`src/rtl/out_port_pkg.sv`:
```
// rtl/out_port_pkg.sv - shared constants and FSM state type for the output-port FIFO
package out_port_pkg;

    localparam int OUT_DATA_W     = 16;
    localparam int OUT_FIFO_DEPTH = 4;

    typedef enum logic [1:0] {
        EMPTY  = 2'd0,
        ACTIVE = 2'd1,
        FULL   = 2'd2
    } fifo_state_t;

endpackage

```
`src/rtl/out_port_mem.sv`:
```
// rtl/out_port_mem.sv - register file with one synchronous write port and one asynchronous read port
module out_port_mem #(
    parameter int DATA_W = 16,
    parameter int DEPTH  = 4
) (
    input  logic                       clk,
    input  logic                       wr_en,
    input  logic [$clog2(DEPTH)-1:0]   wr_addr,
    input  logic [DATA_W-1:0]          wr_data,
    input  logic [$clog2(DEPTH)-1:0]   rd_addr,
    output logic [DATA_W-1:0]          rd_data
);

    logic [DATA_W-1:0] mem [DEPTH];

    always_ff @(posedge clk) begin
        if (wr_en) begin
            mem[wr_addr] <= wr_data;
        end
    end

    assign rd_data = mem[rd_addr];

endmodule

```
`src/rtl/out_port_fifo.sv`:
```
// rtl/out_port_fifo.sv - OUT-instruction capture FIFO with valid/ready drain, registered stall and overflow flag
module out_port_fifo
    import out_port_pkg::*;
#(
    parameter int DATA_W    = OUT_DATA_W,
    parameter int DEPTH     = OUT_FIFO_DEPTH,
    parameter int AFULL_LVL = 3
) (
    input  logic                       clk,
    input  logic                       rst,
    input  logic                       i_wr,
    input  logic [DATA_W-1:0]          i_data,
    output logic                       o_stall,
    output logic                       o_valid,
    output logic [DATA_W-1:0]          o_data,
    input  logic                       i_ready,
    output logic [$clog2(DEPTH):0]     o_count,
    output logic [DATA_W-1:0]          o_last,
    output logic                       o_ovf,
    input  logic                       i_ovf_clr
);

    localparam int ADDR_W = $clog2(DEPTH);
    localparam int CNT_W  = ADDR_W + 1;
    localparam logic [CNT_W-1:0] DEPTH_CNT = CNT_W'(DEPTH);
    localparam logic [CNT_W-1:0] AFULL_CNT = CNT_W'(AFULL_LVL);

    logic [ADDR_W-1:0] wr_ptr;
    logic [ADDR_W-1:0] rd_ptr;
    logic [CNT_W-1:0]  count;
    logic [CNT_W-1:0]  count_next;
    logic [DATA_W-1:0] rd_data;
    logic              push;
    logic              pop;
    fifo_state_t       state;
    fifo_state_t       state_next;

    out_port_mem #(
        .DATA_W (DATA_W),
        .DEPTH  (DEPTH)
    ) u_mem (
        .clk     (clk),
        .wr_en   (push),
        .wr_addr (wr_ptr),
        .wr_data (i_data),
        .rd_addr (rd_ptr),
        .rd_data (rd_data)
    );

    assign o_valid = (state != EMPTY);
    assign o_data  = o_valid ? rd_data : '0;
    assign o_count = count;

    // A full FIFO still takes a write when the head leaves in the same cycle.
    always_comb begin
        pop  = o_valid & i_ready;
        push = i_wr & ((count < DEPTH_CNT) | pop);
        case ({push, pop})
            2'b10:   count_next = count + CNT_W'(1);
            2'b01:   count_next = count - CNT_W'(1);
            default: count_next = count;
        endcase
    end

    always_comb begin
        state_next = state;
        case (state)
            EMPTY: begin
                if (push) state_next = ACTIVE;
            end
            ACTIVE: begin
                if (count_next == '0)            state_next = EMPTY;
                else if (count_next == DEPTH_CNT) state_next = FULL;
            end
            FULL: begin
                if (pop && (count_next < DEPTH_CNT)) state_next = ACTIVE;
            end
            default: state_next = EMPTY;
        endcase
    end

    always_ff @(posedge clk or negedge rst) begin
        if (!rst) begin
            state   <= EMPTY;
            wr_ptr  <= '0;
            rd_ptr  <= '0;
            count   <= '0;
            o_stall <= 1'b0;
            o_last  <= '0;
            o_ovf   <= 1'b0;
        end else begin
            state   <= state_next;
            count   <= count_next;
            o_stall <= (count_next >= AFULL_CNT);
            if (push) begin
                wr_ptr <= wr_ptr + ADDR_W'(1);
                o_last <= i_data;
            end
            if (pop) begin
                rd_ptr <= rd_ptr + ADDR_W'(1);
            end
            if (i_ovf_clr) begin
                o_ovf <= 1'b0;
            end else if (i_wr && !push) begin
                o_ovf <= 1'b1;
            end
        end
    end

endmodule

```
`config.mk`:
```
export PLATFORM = sky130hd
export DESIGN_NAME = out_port_fifo
export DESIGN_NICKNAME = d
export VERILOG_FILES = /design/src/rtl/out_port_pkg.sv /design/src/rtl/out_port_mem.sv /design/src/rtl/out_port_fifo.sv
export SDC_FILE = /design/constraint.sdc
export NUM_CORES = 1
export LEC_CHECK = 0
export CAP_MARGIN = 30
export CORE_MARGIN = 1
export CORE_UTILIZATION = 30
export DETAILED_ROUTE_END_ITERATION = 7
export PLACE_DENSITY = 0.5
export SLEW_MARGIN = 0
export SYNTH_ARGS = -nofsm -noshare
export SYNTH_HDL_FRONTEND = slang
export SYNTH_SLANG_ARGS = --single-unit
```
`constraint.sdc`:
```
create_clock -name clk -period 3.2 [get_ports clk]
set_clock_uncertainty 0.2 [all_clocks]
set_input_delay 0.48 -clock clk [delete_from_list [all_inputs] [get_ports clk]]
set_output_delay 0.48 -clock clk [all_outputs]
set_load 0.005 [all_outputs]
```
==> results by group, run 1 <==
Yosys
  • Mapped Nets: 219
  • Register area share after synthesis: 0.716
  • Synth warn: 0
  • Cell area after synthesis: 3630 um2
  • Synth area leader: edfxtp_1
  • Top area cells in the synthesized netlist: edfxtp_1 (53%), dfrtp_1 (19%), mux4_2 (9.9%), mux2_2 (5.3%), and2_1 (3.6%)
  • Synth Area per Inst: 18.9 um2
  • Post-synth top area share: 0.529
  • Gate Count Post-Synth: 192
  • FF+latch count, synth: 91
  • Netlist cell types: 26

Cells and area
  • Antenna diode instance count: 0
  • Layout area overhead: 30.2%
  • Final Util: 0.407
  • Layout fillers: 1070
  • Commonest non-fill, non-tap cell in the layout: edfxtp_1
  • Commonest non-fill, non-tap cells in the layout: edfxtp_1 (64), clkdlybuf4s50_1 (58), dfrtp_1 (27)
  • Layout Nets: 295
  • Share of layout cells above drive strength 1: 0.238

Power
  • Design Power: 4390 uW
  • Worst VDD drop: 414 uV
  • PwrDens: 929 nW/um2
  • Leak: 0.00170 uW

STA
  • Worst-margin pin slew: 422 ps
  • Final hold violation count: 0
  • Final worst slack: 389 ps
  • Rel. slew slack: 0.719
  • Setup TNS: 0 ps
  • Fmax: 356 MHz
  • RSZ-0062 raised after global routing: false
  • Final setup violating endpoints: 0
  • Final period utilization: 0.878
  • Fin. max-slew vios: 0
  • Minimum clock period: 2810 ps

Setup path
  • CP Data Arrival Time: 2130 ps
  • Startpoint Class: register
  • Maximum fanout along the worst path: 16
  • Worst endpoint required time: 2520 ps
  • Setup CP Type: reg2out
  • CP endpoint kind: output pin

Job
  • Max cap viols: 0

Floorplan
  • Core area: 11600 um2
  • Row cnt: 39
  • Starting Density: 0.313
  • Die Ht: 112 um
  • I/O pin cnt: 59
  • Area of the die: 12500 um2
  • Width of the die: 112 um

Placed design
  • Port bufs: 58
  • HPWL after DPL: 4500 um
  • Gpl congestion: 0.761
  • DP Worst Slack: 24.3 ps

Clocking
  • CTS sink cnt: 91
  • H-tree levels: 3
  • # hold bufs at CTS: 0
  • CTS root buf: clkbuf_16
  • CTS Buf Count: 9
  • Clock slew at reported path FFs: 60 ps
  • Skew-Pair Late Insertion Delay: 340 ps
  • CTS tree: yes
  • # Post-CTS Setup Buffers: 0
  • Post_cts resized: 0
  • Clock Path Buffers: 2

Global route
  • Met2 usage: 0.204
  • First-pass GRT wire length: 11300 um
  • Met1 track demand over resource: 0.150
  • GR Layer Usage met3: 0.0240
  • Largest net degree at the start of global routing: 28
  • Initial antenna violation count: 0
  • Gr busiest metal: met2
  • Congestion Overflow GR: 0
  • Vias in the first global route: 2042
  • GRT Util Overall: 0.124

Run status
  • Failing checks: DRC
  • Outcome: complete, but fails checks

Routing
  • Post-DRT Antenna Nets: 0
  • Vias: 1874
  • Drt pass-1 iters: 6
  • Routed via count divided by cell count: 4.50
  • Detailed Route Iter0 Violations: 84
  • WL/cell: 16.8 um
  • DRC errors left: 3
  • Drt total wl: 6990 um

Worst hold path
  • Worst Hold Class: reg2reg
[worst max-delay path: stages (launching register included)]
cell and delay, ps:
dfrtp_1 440, buf_12 220, mux4_2 510, and2_1 190, clkdlybuf4s50_1 440
[registers in the layout, summed over array words and instances, names as in the netlist]
signal     cells
o_count        3
o_last        16
o_ovf          1
o_stall        1
rd_ptr         2
state          2
u_mem.mem     64
wr_ptr         2
[per-layer routing]
layer	vias to the layer above	wire, um	share of wire
met2	39	3450	0.49
met5	-	0	0
li1	880	-	-
met4	0	176	0.025
met1	944	3100	0.44
met3	11	256	0.037
[final timing paths]
| check | from | endpoint | slack [ps] | depth (start not counted) |
|---|---|---|---|---|
| worst max-delay path | rd_ptr[0]$_DFFE_PN0P_ | o_data[0] | 390 | 4 |
| worst min-delay path | o_last[13]$_DFFE_PN0P_ | o_last[13]$_DFFE_PN0P_ | 310 | 1 |
| worst max register to register | state[1]$_DFFE_PN0P_ | state[0]$_DFFE_PN0P_ | 500 | 9 |
| worst min register to register | o_last[13]$_DFFE_PN0P_ | o_last[13]$_DFFE_PN0P_ | 310 | 1 |
| max in group asynchronous | rst | o_last[4]$_DFFE_PN0P_ | 2150 | 2 |
| min in group asynchronous | rst | o_last[8]$_DFFE_PN0P_ | 340 | 2 |
[report_power, final]
part	leakage [uW]	total [uW]	internal, uW	switching [uW]
Sequential	0.000903	1740	1580	157
Clock	0.000133	968	546	421
Combinational	0.000665	1680	1030	653
Total	0.00170	4390	3160	1230
[metrics by stage]
stage	area, um2	instances	hold WS, ps
after global routing	4720	416	319
final	4720	416	305
after global placement	4450	400	289
after detailed placement	4450	400	294
after floorplan	3630	192	-15.6
after CTS	4720	416	308
[cells in the mapped netlist (all sizes together)]
cell type and instances:
nand2 4, a311o 1, nor2 2, dfrtp 27, o21ai 3, nor3b 2
o22ai 1, buf 6, or2 1, xnor2 4, a31oi 2, ha 5
clkbuf 2, mux4 16, edfxtp 64, a41o 1, mux2 17, inv 6
a21boi 1, nand2b 3, fa 1, or3 1, and2 22
[final cells by class]
class                   instances  area [um2]  area share
clock inverters                 4        26.3     0.00556
well taps                     143         179      0.0379
clock buffers                  12         246      0.0522
repair buffers                 73         706       0.149
flip-flops and latches         91        2600       0.550
inverters                       6        22.5     0.00477
multi-input cells              87         947       0.200
[cells by family after synthesis]
kind of cell / after synthesis / share of synthesized area
adders and majority gates: 6 / 0.0228
and+or+nand+nor: 35 / 0.0576
buffers and inverters: 14 / 0.0234
muxes: 33 / 0.152
DFF: 91 / 0.716
AOI/OAI and AO/OA: 9 / 0.0190
xor gates and xnor gates: 4 / 0.00965
Note: power is estimated with default switching activity, not from simulation.
==> run 2, diff against run 1 <==
--- a/config.mk
+++ b/config.mk
@@ -10,6 +10,7 @@
 export CORE_UTILIZATION = 30
 export DETAILED_ROUTE_END_ITERATION = 7
 export PLACE_DENSITY = 0.5
+export SETUP_SLACK_MARGIN = 0.3
 export SLEW_MARGIN = 0
 export SYNTH_ARGS = -nofsm -noshare
 export SYNTH_HDL_FRONTEND = slang
==> run 2 against run 1 <==
The flow still finishes with violations (DRC). First-iteration DRC count decreased by 9.5%. Setup slack is essentially flat. Cell count did not move. Maximum frequency hardly changed. Design area barely moved. Combinational power about the same. Utilization about the same. Die area stayed put. Critical path type unchanged. Critical endpoint unchanged.
==> results by group, run 2 (synthesized netlist as in run 1, its figures left out) <==
Routing
  • Drt total wl: 6980 um (-0.14%)
  • WL/cell: 16.8 um (-0.14%)
  • Vias: 1868 (-0.32%)
  • Drt pass-1 iters: 6 (unchanged)
  • DRC errors left: 3 (unchanged)
  • Detailed Route Iter0 Violations: 76 (-9.5%)
  • Routed via count divided by cell count: 4.49 (-0.32%)
  • Post-DRT Antenna Nets: 0 (unchanged)

Cells and area
  • Design area: 4730 um2 (about the same)
  • Layout area overhead: 30.3% (about the same)
  • Share of layout cells above drive strength 1: 0.245 (+0.00733)
  • Max reg flops: 64 (unchanged)
  • Top reg by flops: u_mem.mem
  • Commonest non-fill, non-tap cells in the layout: edfxtp_1 (64), clkdlybuf4s50_1 (58), dfrtp_1 (26)
  • Commonest non-fill, non-tap cell in the layout: edfxtp_1
  • Antenna diode instance count: 0 (unchanged)
  • Layout fillers: 1070 (unchanged)
  • Final Util: 0.407 (about the same)
  • Layout Nets: 295 (unchanged)

STA
  • Setup TNS: 0 ps (unchanged)
  • Fmax: 356 MHz (about the same)
  • Rel. slew slack: 0.722 (+0.00319)
  • Final setup violating endpoints: 0 (unchanged)
  • RSZ-0062 raised after global routing: false
  • Fin. max-slew vios: 0 (unchanged)
  • Final period utilization: 0.878 (about the same)
  • Minimum clock period: 2810 ps (+0.0650 ps)
  • Worst-margin pin slew: 417 ps (-4.79 ps)
  • Final hold violation count: 0 (unchanged)

Clocking
  • Skew-Pair Late Insertion Delay: 340 ps (about the same)
  • Clock Path Buffers: 2 (unchanged)
  • CTS Buf Count: 9 (unchanged)
  • Clock slew at reported path FFs: 60 ps (about the same)
  • CTS root buf: clkbuf_16
  • CTS tree: yes
  • CTS sink cnt: 91 (unchanged)
  • H-tree levels: 3 (unchanged)

Global route
  • Met1 track demand over resource: 0.150 (unchanged)
  • Congestion Overflow GR: 0 (unchanged)
  • Vias in the first global route: 2042 (unchanged)
  • GRT Util Overall: 0.124 (unchanged)
  • Gr busiest metal: met2
  • GR Layer Usage met3: 0.0240 (unchanged)
  • First-pass GRT wire length: 11300 um (unchanged)
  • Initial antenna violation count: 0 (unchanged)
  • Largest net degree at the start of global routing: 28 (unchanged)
  • Met2 usage: 0.204 (unchanged)

Power
  • PwrDens: 929 nW/um2 (about the same)
  • Design Power: 4390 uW (about the same)
  • Leak: 0.00170 uW (-0.13%)
  • Worst VDD drop: 411 uV (-0.82%)

Floorplan
  • Die Ht: 112 um (unchanged)
  • Row cnt: 39 (unchanged)
  • Width of the die: 112 um (unchanged)
  • I/O pin cnt: 59 (unchanged)
  • Starting Density: 0.313 (unchanged)
  • Core area: 11600 um2 (unchanged)
  • Area of the die: 12500 um2 (unchanged)

Placed design
  • Instance area after placement: 4450 um2 (unchanged)
  • HPWL after DPL: 4500 um (unchanged)
  • Gpl congestion: 0.761 (unchanged)
  • Port bufs: 58 (unchanged)

Worst hold path
  • Worst Hold Class: reg2reg

Setup path
  • Setup CP Type: reg2out
  • CP Data Arrival Time: 2130 ps (about the same)
  • Startpoint Class: register
  • Worst endpoint required time: 2520 ps (about the same)
  • CP endpoint kind: output pin
  • Maximum fanout along the worst path: 16 (unchanged)

Job
  • Max cap viols: 0 (unchanged)

Run status
  • Failing checks: DRC
  • Outcome: complete, but fails checks
[run 2: final cells by class]
class / instances / area, um2 / area share
clock buffers: 12 / 246 / 0.0521
clock inverters: 4 / 26.3 / 0.00556
inverters: 6 / 22.5 / 0.00476
multi-input cells: 87 / 950 / 0.201
flip-flops and latches: 91 / 2600 / 0.550
well taps: 143 / 179 / 0.0378
repair buffers: 73 / 706 / 0.149
[run 2: worst paths after layout]
check	from	end	slack [ps]	depth (start not counted)
hold reg to reg	o_last[13]$_DFFE_PN0P_	o_last[13]$_DFFE_PN0P_	310	1
max in group asynchronous	rst	rd_ptr[1]$_DFFE_PN0P_	2130	2
setup / recovery	rd_ptr[0]$_DFFE_PN0P_	o_data[0]	390	4
hold / removal	o_last[13]$_DFFE_PN0P_	o_last[13]$_DFFE_PN0P_	310	1
setup reg to reg	state[1]$_DFFE_PN0P_	state[0]$_DFFE_PN0P_	540	9
min in group asynchronous	rst	o_last[8]$_DFFE_PN0P_	340	2
[run 2: critical path, stage by stage (launching register included)]
cell	delay (ps)
dfrtp_1	440
buf_12	220
mux4_2	510
and2_1	190
clkdlybuf4s50_1	440
[run 2: stage by stage]
stage | hold WS (ps) | setup WS, ps | instances
after floorplan | -15.6 | 331 | 192
after global placement | 289 | 94.0 | 400
after detailed placement | 294 | 24.3 | 400
after CTS | 308 | 355 | 416
after global routing | 319 | 314 | 416
final | 305 | 389 | 416
[run 2: what timing repair did]
| action | in CTS | in global routing |
|---|---|---|
| buffers inserted | 0 | 0 |
| hold buffers | 0 | 0 |
| setup endpoints to repair | 0 | 3 |
| resized for setup | 0 | 2 |
[run 2: where the power goes]
group / internal (uW) / leakage (uW) / switching, uW
registers: 1580 / 0.000902 / 159
clock network: 546 / 0.000133 / 420
logic: 1030 / 0.000664 / 652
[run 2: metal layers]
layer  wire (um)  share of wire  vias to the layer above
met3         256          0.037                       11
met4         176          0.025                        0
met5           0              0                        -
met1        3090           0.44                      939
li1            -              -                      879
met2        3460           0.50                       39
